**src/rtl/exec_step_controller_pkg.sv**
```systemverilog
// Shared definitions for the execution step controller.
//   exec_state_t      : controller state, 2-bit encoding driven straight onto the LEDs
//                       (00 HALT, 01 RUN, 10 BRK, 11 DONE)
//   HALT_INST_DEFAULT : instruction word that ends a RUN session (beq x0,x0,0)
package exec_ctrl_pkg;

    typedef enum logic [1:0] {
        ST_HALT = 2'b00,
        ST_RUN  = 2'b01,
        ST_BRK  = 2'b10,
        ST_DONE = 2'b11
    } exec_state_t;

    localparam logic [31:0] HALT_INST_DEFAULT = 32'h0000_0063;

endpackage

```
**src/rtl/sync_edge_det.sv**
```systemverilog
// Two-flop synchronizer followed by a registered falling-edge detector, used
// for active-low push buttons that are asynchronous to clk.
//   clk        : system clock
//   rst_n      : asynchronous active-low reset (flops reset to the released level 1)
//   din        : raw asynchronous input (active-low button)
//   fall_pulse : one-cycle pulse, high in the 3rd cycle after din falls
// No debounce: every bounce that survives synchronization produces a pulse.
module sync_edge_det (
    input  logic clk,
    input  logic rst_n,
    input  logic din,
    output logic fall_pulse
);

    logic sync1_reg;
    logic sync2_reg;
    logic prev_reg;
    logic pulse_reg;

    always_ff @(posedge clk or negedge rst_n) begin
        if (!rst_n) begin
            sync1_reg <= 1'b1;
            sync2_reg <= 1'b1;
            prev_reg  <= 1'b1;
            pulse_reg <= 1'b0;
        end else begin
            sync1_reg <= din;
            sync2_reg <= sync1_reg;
            prev_reg  <= sync2_reg;
            // Registered so the pulse is glitch-free and has a fixed latency.
            pulse_reg <= prev_reg & ~sync2_reg;
        end
    end

    assign fall_pulse = pulse_reg;

endmodule

```
**src/rtl/exec_step_controller.sv**
```systemverilog
// Execution step controller for the single-cycle RV datapath. Generates a
// one-cycle clock enable (cpu_en) instead of a slow divided clock.
//   clock_reg   : system clock (CLOCK_50)
//   reset       : asynchronous active-low reset (KEY[2])
//   run_sw      : 1 = continuous run requested
//   step_key_n  : raw active-low step button, asynchronous
//   brk_en      : breakpoint enable
//   brk_addr    : breakpoint PC
//   pc, inst    : current PC / instruction from the datapath
//   cpu_en      : registered one-cycle advance enable
//   state       : 00 HALT, 01 RUN, 10 BRK, 11 DONE
//   instr_count : saturating count of cpu_en pulses
module exec_step_controller
    import exec_ctrl_pkg::*;
#(
    parameter int          TICK_DIV  = 25000000,
    parameter logic [31:0] HALT_INST = HALT_INST_DEFAULT,
    parameter int          CNT_W     = 16
) (
    input  logic             clock_reg,
    input  logic             reset,
    input  logic             run_sw,
    input  logic             step_key_n,
    input  logic             brk_en,
    input  logic [7:0]       brk_addr,
    input  logic [7:0]       pc,
    input  logic [31:0]      inst,
    output logic             cpu_en,
    output logic [1:0]       state,
    output logic [CNT_W-1:0] instr_count
);

    localparam int               DIV_W    = $clog2(TICK_DIV);
    localparam logic [DIV_W-1:0] DIV_LAST = DIV_W'(TICK_DIV - 1);

    exec_state_t      state_reg;
    logic             cpu_en_reg;
    logic [CNT_W-1:0] instr_count_reg;
    logic [DIV_W-1:0] div_cnt_reg;
    logic             skip_brk_reg;

    logic step_edge;
    logic decision;
    logic halt_hit;
    logic brk_hit;
    logic fire;

    sync_edge_det u_step_sync (
        .clk        (clock_reg),
        .rst_n      (reset),
        .din        (step_key_n),
        .fall_pulse (step_edge)
    );

    // pc/inst are only looked at in the decision cycle; a dropped run_sw
    // suppresses the decision so leaving RUN never issues a pulse.
    always_comb begin
        decision = (state_reg == ST_RUN) && run_sw && (div_cnt_reg == DIV_LAST);
        halt_hit = (inst == HALT_INST);
        brk_hit  = brk_en && (pc == brk_addr) && !skip_brk_reg;
        fire     = ((state_reg == ST_HALT) && !run_sw && step_edge) ||
                   (decision && !halt_hit && !brk_hit);
    end

    always_ff @(posedge clock_reg or negedge reset) begin
        if (!reset) begin
            state_reg       <= ST_HALT;
            cpu_en_reg      <= 1'b0;
            instr_count_reg <= '0;
            div_cnt_reg     <= '0;
            skip_brk_reg    <= 1'b0;
        end else begin
            cpu_en_reg <= fire;
            if (fire && (instr_count_reg != '1)) begin
                instr_count_reg <= instr_count_reg + 1'b1;
            end

            case (state_reg)
                ST_HALT: begin
                    div_cnt_reg  <= '0;
                    skip_brk_reg <= 1'b0;
                    // run_sw wins over a coincident step; the step is dropped.
                    if (run_sw) begin
                        state_reg <= ST_RUN;
                    end
                end
                ST_RUN: begin
                    if (!run_sw) begin
                        state_reg    <= ST_HALT;
                        div_cnt_reg  <= '0;
                        skip_brk_reg <= 1'b0;
                    end else if (decision) begin
                        div_cnt_reg  <= '0;
                        // Cleared on the pulse it allowed, or on leaving RUN.
                        skip_brk_reg <= 1'b0;
                        if (halt_hit) begin
                            state_reg <= ST_DONE;
                        end else if (brk_hit) begin
                            state_reg <= ST_BRK;
                        end
                    end else begin
                        div_cnt_reg <= div_cnt_reg + 1'b1;
                    end
                end
                ST_BRK: begin
                    div_cnt_reg <= '0;
                    if (!run_sw) begin
                        state_reg    <= ST_HALT;
                        skip_brk_reg <= 1'b0;
                    end else if (step_edge) begin
                        // Resume past the breakpointed PC without re-trapping.
                        state_reg    <= ST_RUN;
                        skip_brk_reg <= 1'b1;
                    end
                end
                default: begin
                    // DONE is sticky until reset.
                    div_cnt_reg  <= '0;
                    skip_brk_reg <= 1'b0;
                end
            endcase
        end
    end

    assign cpu_en      = cpu_en_reg;
    assign state       = state_reg;
    assign instr_count = instr_count_reg;

endmodule

```
**config.mk**
```make
export PLATFORM = sky130hd
export DESIGN_NAME = exec_step_controller
export DESIGN_NICKNAME = d
export VERILOG_FILES = /design/src/rtl/exec_step_controller_pkg.sv /design/src/rtl/sync_edge_det.sv /design/src/rtl/exec_step_controller.sv
export SDC_FILE = /design/constraint.sdc
export NUM_CORES = 1
export LEC_CHECK = 0
export CORE_MARGIN = 2
export CORE_UTILIZATION = 45
export DETAILED_ROUTE_END_ITERATION = 8
export DONT_BUFFER_PORTS = 1
export HOLD_SLACK_MARGIN = 0.03
export MAX_ROUTING_LAYER = met4
export PLACE_DENSITY = 0.58
export SLEW_MARGIN = 20
export SYNTH_ARGS = -nofsm -noshare
export SYNTH_HDL_FRONTEND = slang
export SYNTH_SLANG_ARGS = --single-unit
```
**constraint.sdc**
```tcl
create_clock -name clock_reg -period 2.7 [get_ports clock_reg]
set_input_delay 0.54 -clock clock_reg [delete_from_list [all_inputs] [get_ports clock_reg]]
set_output_delay 0.54 -clock clock_reg [all_outputs]
set_load 0.05 [all_outputs]
```
==> flow_summary.ini, run 1 <==
[detailed_routing]
wl_per_cell_um = 15.9
dr_total_vias = 1976
drc = 0
viasPerCell = 5.57
ant_nets = 0
finalWirelength_um = 5630
drt-pass1-iter-count = 4
drt_iter0_markers = 97

[floorplan]
initial_core_util_pct = 47.3
dieArea_um2 = 6530
die_x_um = 80.8
die_h_um = 80.8
pin_count = 72
num_rows = 27
core_um2 = 5610

[critical_path]
start_kind = flop
cp.required_ps = 2890
end_kind = flop
arrival_ps = 2530
worstPathMaxFanout = 6
worstSetupPathType = reg2reg

[final_layout]
multi_input_area_um2 = 1370
n_antenna_cell = 0
regArea_um2 = 1230
fin_nets = 341
final_area_um2 = 3020
drive_gt1_share_pct = 18.4
area_delta_synth_final_pct = 13.9
largest_reg_flops = 25
fillCellCount = 503

[timing]
grt_setup_unrepaired = false
setup_tns_ps = 0
worst_pin_slew_ps = 732
finalCritPeriodShare_pct = 86.5
holdWs_ps = 74.2
slew-limit-headroom_pct = 50.8
finalMaxSlewViolations = 0
finalHoldViolations = 0
skew_ps = 4.43
max_freq_ghz = 0.428
setup_violations = 0
finalCriticalPeriod_ps = 2340

[yosys]
synth_top_area_share_pct = 43.4
syn_nets = 320
yosys.area.top_type = dfrtp_1
yosysWarnings = 0
avgSynthCellArea_um2 = 10.2
yosysSeqAreaShare_pct = 46.3
synth_cells = 261
ys_async_sr_fraction_pct = 100
synth_flop_cell = dfrtp_1
syn_area_um2 = 2650
ys_top_cells_by_count = 46 x dfrtp_1, 28 x nor2_1, 23 x xnor2_1, 16 x nand2_1
ys_ff_latch = 49
synth_cell_types = 49
synth.most_common_cell = dfrtp_1
synth_edf_count = 0
synth_area_leaders = dfrtp_1 43%, xnor2_1 7.6%, nor2_1 4.0%

[clocking]
clockRootBuffer = clkbuf_8
path_clk_slew_ps = 90
clk_latency_ps = 300
cts_tree = done
h-tree-depth = 2
clk_path_buf_depth = 2
cts_sinks = 49
cts_buffers = 5

[power]
peakVddDrop_uv = 381
p_leak_nw = 1.30
p_per_area_nw_per_um2 = 634

[global_routing]
grt_pass1_vias = 1955
grt_pass1_wl_um = 9200
antenna_found_initial = 0
grt_max_degree = 47
grt_usage_pct = 19.1
gr-total-overflow = 0

[placed_design]
placed_area_um2 = 2860
gp_congestion = 0.821
dp_hpwl_um = 4180
port_buffers = 0

[status]
status = finished clean

[worst_hold_path]
min_path_type = in2async

[run]
drv_cap = 0
-- path summary, 6_finish.rpt --
kind / startpoint / endpoint / slack [ps] / depth (start not counted)
worst min-delay path: reset / u_step_sync.sync1_reg / 70 / 0
worst max register to register: instr_count[1] / instr_count[1] / 360 / 7
worst min register to register: u_step_sync.sync1_reg / u_step_sync.sync2_reg / 360 / 0
worst max-delay path: instr_count[1] / instr_count[1] / 360 / 7
max in group asynchronous: reset / instr_count[3] / 2420 / 1
min in group clock_reg: step_key_n / u_step_sync.sync1_reg / 230 / 0
-- cells by family (layout without fill, tap and decap cells) --
logic type               count (synthesis)  count (layout)  share of synthesized area [%]
AND/OR/NAND/NOR                        121             121                           26.5
multiplexers                             5               5                           2.22
AO/OA/AOI/OAI                           32              32                           8.39
XOR/XNOR                                35              35                           11.6
buffers and inverters                   13              35                           2.12
flip-flops                              49              49                           46.3
adder cells (fa/ha/maj)                  6               6                           2.83
-- per-stage QoR --
stage | power, mW | utilization [%] | std cells | worst slack (ps)
global placement | 1.30 | 51.0 | 346 | 405
global route | 2.02 | 53.9 | 355 | 232
CTS | 1.95 | 53.9 | 355 | 369
detailed placement | 1.31 | 51.0 | 346 | 397
floorplan | 1.19 | - | 261 | 243
finish | 1.91 | 53.9 | 355 | 364
-- cell usage in the layout (no fill, tap or decap), types with 2 or more instances in the layout --
cell / Yosys / layout
or3_1: 4 / 4
bufinv_16: 0 / 2
nor2_1: 28 / 28
dfrtp_1: 46 / 46
xor2_1: 12 / 12
nand2_1: 16 / 16
nand3_1: 12 / 12
and2_1: 2 / 2
mux2_2: 3 / 3
nand4b_1: 2 / 2
buf_4: 1 / 20
inv_1: 6 / 6
xnor2_1: 23 / 23
nor2b_1: 2 / 2
ha_1: 6 / 6
o211ai_1: 3 / 3
o21bai_1: 2 / 2
o21a_1: 3 / 3
nor4_1: 7 / 7
and4_1: 5 / 5
nor3_1: 3 / 3
and3_2: 3 / 3
a21oi_1: 10 / 10
and3_1: 11 / 11
nand4_1: 12 / 12
o21ai_0: 6 / 6
nor2_2: 2 / 2
clkbuf_8: 0 / 5
o22a_2: 2 / 2
dfstp_2: 3 / 3
and2_2: 2 / 2
-- routing by layer --
layer	part of all wire [%]	track usage (%)
met5	0	-
met1	44	23.9
met2	48	31.4
met3	6.4	4.33
met4	1.2	5.59
-- cell type report --
type,count,share of cell area (%)
clock buffer,5,2.28
clock inverter,3,2.15
inverter,6,0.745
multi-input combinational,199,45.3
sequential,49,40.7
tap,72,2.98
timing repair buffer,21,5.88
-- power by group --
| group | internal [mW] | switching, mW | leakage, nW |
|---|---|---|---|
| clock | 0.368 | 0.246 | 0.0681 |
| combinational | 0.168 | 0.305 | 0.566 |
| sequential | 0.786 | 0.0424 | 0.664 |
-- what timing repair did --
action                    4_1_cts  5_1_grt
hold endpoints to repair       46        0
buffers inserted                0        0
gates resized for setup         0        0
hold buffers                    1        0
-- worst max-delay path, cell delays in order, from the launching register on --
cell	delay (ps)
dfrtp_1	380
ha_1	160
and3_1	240
and4_1	350
nand3_1	240
nor3b_4	280
nor2_2	250
mux2_4	330
No activity file was read; power rests on OpenSTA's default activity.
==> run 2, diff against run 1 <==
--- a/config.mk
+++ b/config.mk
@@ -16,3 +16,4 @@
 export SYNTH_ARGS = -nofsm -noshare
 export SYNTH_HDL_FRONTEND = slang
 export SYNTH_SLANG_ARGS = --single-unit
+export TNS_END_PERCENT = 5
==> results of run 2 <==
Same layout as run 1: the final DEF is identical, and so are final timing and power.
==> run 3, diff against run 2 <==
--- a/config.mk
+++ b/config.mk
@@ -5,6 +5,7 @@
 export SDC_FILE = /design/constraint.sdc
 export NUM_CORES = 1
 export LEC_CHECK = 0
+export CORE_ASPECT_RATIO = 0.9
 export CORE_MARGIN = 2
 export CORE_UTILIZATION = 45
 export DETAILED_ROUTE_END_ITERATION = 8
==> flow_summary.ini, run 3 (synthesized netlist as in run 1, its figures left out) <==
[status]
status = finished clean

[clocking]
ctsResizeCount = 0
h-tree-depth = 2
cts_tree = done
clk_latency_ps = 290
path_clk_slew_ps = 90
clk_path_buf_depth = 2
cts_sinks = 49
clockRootBuffer = clkbuf_8
cts_buffers = 5
ctsHoldBuffers = 1
cts_setup_buffers = 0

[final_layout]
regArea_um2 = 1230
largest_reg_flops = 25
fin_nets = 339
final_common_cell = dfrtp_1
fillCellCount = 519
n_antenna_cell = 0
area_delta_synth_final_pct = 11.2
multi_input_area_um2 = 1370
final_cell_mix = 46 x dfrtp_1, 28 x nor2_1, 23 x xnor2_1, 18 x buf_4, 16 x nand2_1
drive_gt1_share_pct = 16.7

[placed_design]
gp_congestion = 0.778
port_buffers = 0
dp_hpwl_um = 4270

[worst_hold_path]
min_path_type = in2async

[global_routing]
grt_usage_pct = 18.9
gr-total-overflow = 0
grt_max_degree = 47
antenna_found_initial = 0
grt_pass1_vias = 1987
grt_pass1_wl_um = 9450

[critical_path]
critical_path.slowest_cell = o31ai_1
timing.rr.end = instr_count[9]
crit_end = instr_count[9]
start_kind = flop
r2r-start = div_cnt_reg[0]
cp.required_ps = 2890
crit_start = div_cnt_reg[0]
r2r_cells = 7
end_kind = flop
slowest_delay_ps = 650
worstSetupPathType = reg2reg
crit_family = simple AND/OR/NAND/NOR gates
path_cells = ha_1 -> and2_2 -> and2_1 -> nand4b_1 -> o31ai_1 -> nand4_1 -> xnor2_1
crit_buf_inv = 0
r2r_setup_slack_ps = 360
arrival_ps = 2530
worstPathMaxFanout = 7
crit_cells = 7

[timing]
finalMaxSlewViolations = 0
worst_pin_slew_ps = 773
finalCriticalPeriod_ps = 2340
max_freq_ghz = 0.426
grt_setup_unrepaired = false
setup_violations = 0
finalHoldViolations = 0
finalCritPeriodShare_pct = 86.9
slew-limit-headroom_pct = 48.0
setup_tns_ps = 0
skew_ps = 7.04

[floorplan]
pin_count = 72
num_rows = 26
die_h_um = 76.9
initial_core_util_pct = 46.6
die_x_um = 85.0
core_um2 = 5690
dieArea_um2 = 6530

[power]
p_per_area_nw_per_um2 = 580
peakVddDrop_uv = 369
p_total_mw = 1.71
p_leak_nw = 1.26

[detailed_routing]
dr_total_vias = 2000
finalWirelength_um = 5680
drc = 0
ant_nets = 0
drt-pass1-iter-count = 4
viasPerCell = 5.70
wl_per_cell_um = 16.2
drt_iter0_markers = 82

[run]
drv_cap = 0
-- run 3: changes by cell type in the layout (fill, tap and decap cells not counted), sizes merged --
cell	change
bufinv	-2
buf	-2
clkinv	-1
clkbuf	+3
-- run 3: worst min path at each step --
stage,start,endpoint,slack [ps]
CTS,reset,u_step_sync.sync1_reg,60
global placement,reset,div_cnt_reg[18],250
global route,reset,u_step_sync.sync2_reg,50
detailed placement,reset,div_cnt_reg[12],250
floorplan,reset,cpu_en,240
finish,reset,u_step_sync.sync1_reg,80
-- run 3: power by group --
group / switching, mW / total, mW / internal (mW)
clock network: 0.228 / 0.412 / 0.185
registers: 0.0417 / 0.827 / 0.785
logic: 0.308 / 0.473 / 0.165
total: 0.578 / 1.71 / 1.13
-- run 3: area by class of cell --
class	instances	area share, %
Tap cell	70	2.97
Clock buffer	8	2.71
Sequential cell	49	41.7
Timing Repair Buffer	19	5.51
Multi-Input combinational cell	199	46.4
Inverter	6	0.763
-- run 3: per-stage QoR --
stage | cells | instance area (µm²) | setup slack (ps) | util (%) | hold slack (ps)
finish | 351 | 2950 | 355 | 51.8 | 78.1
global placement | 342 | 2840 | 415 | 49.9 | 246
detailed placement | 342 | 2840 | 352 | 49.9 | 246
CTS | 351 | 2950 | 336 | 51.8 | 63.0
global route | 351 | 2950 | 132 | 51.8 | 52.1
floorplan | 261 | 2650 | 243 | - | 244
-- run 3: layer usage --
layer	vias up	GRT usage [%]	wire length, µm
met4	0	6.67	27
met1	953	25.4	2700
met2	73	29.1	2700
li1	972	-	-
met5	-	-	0
met3	2	2.80	254
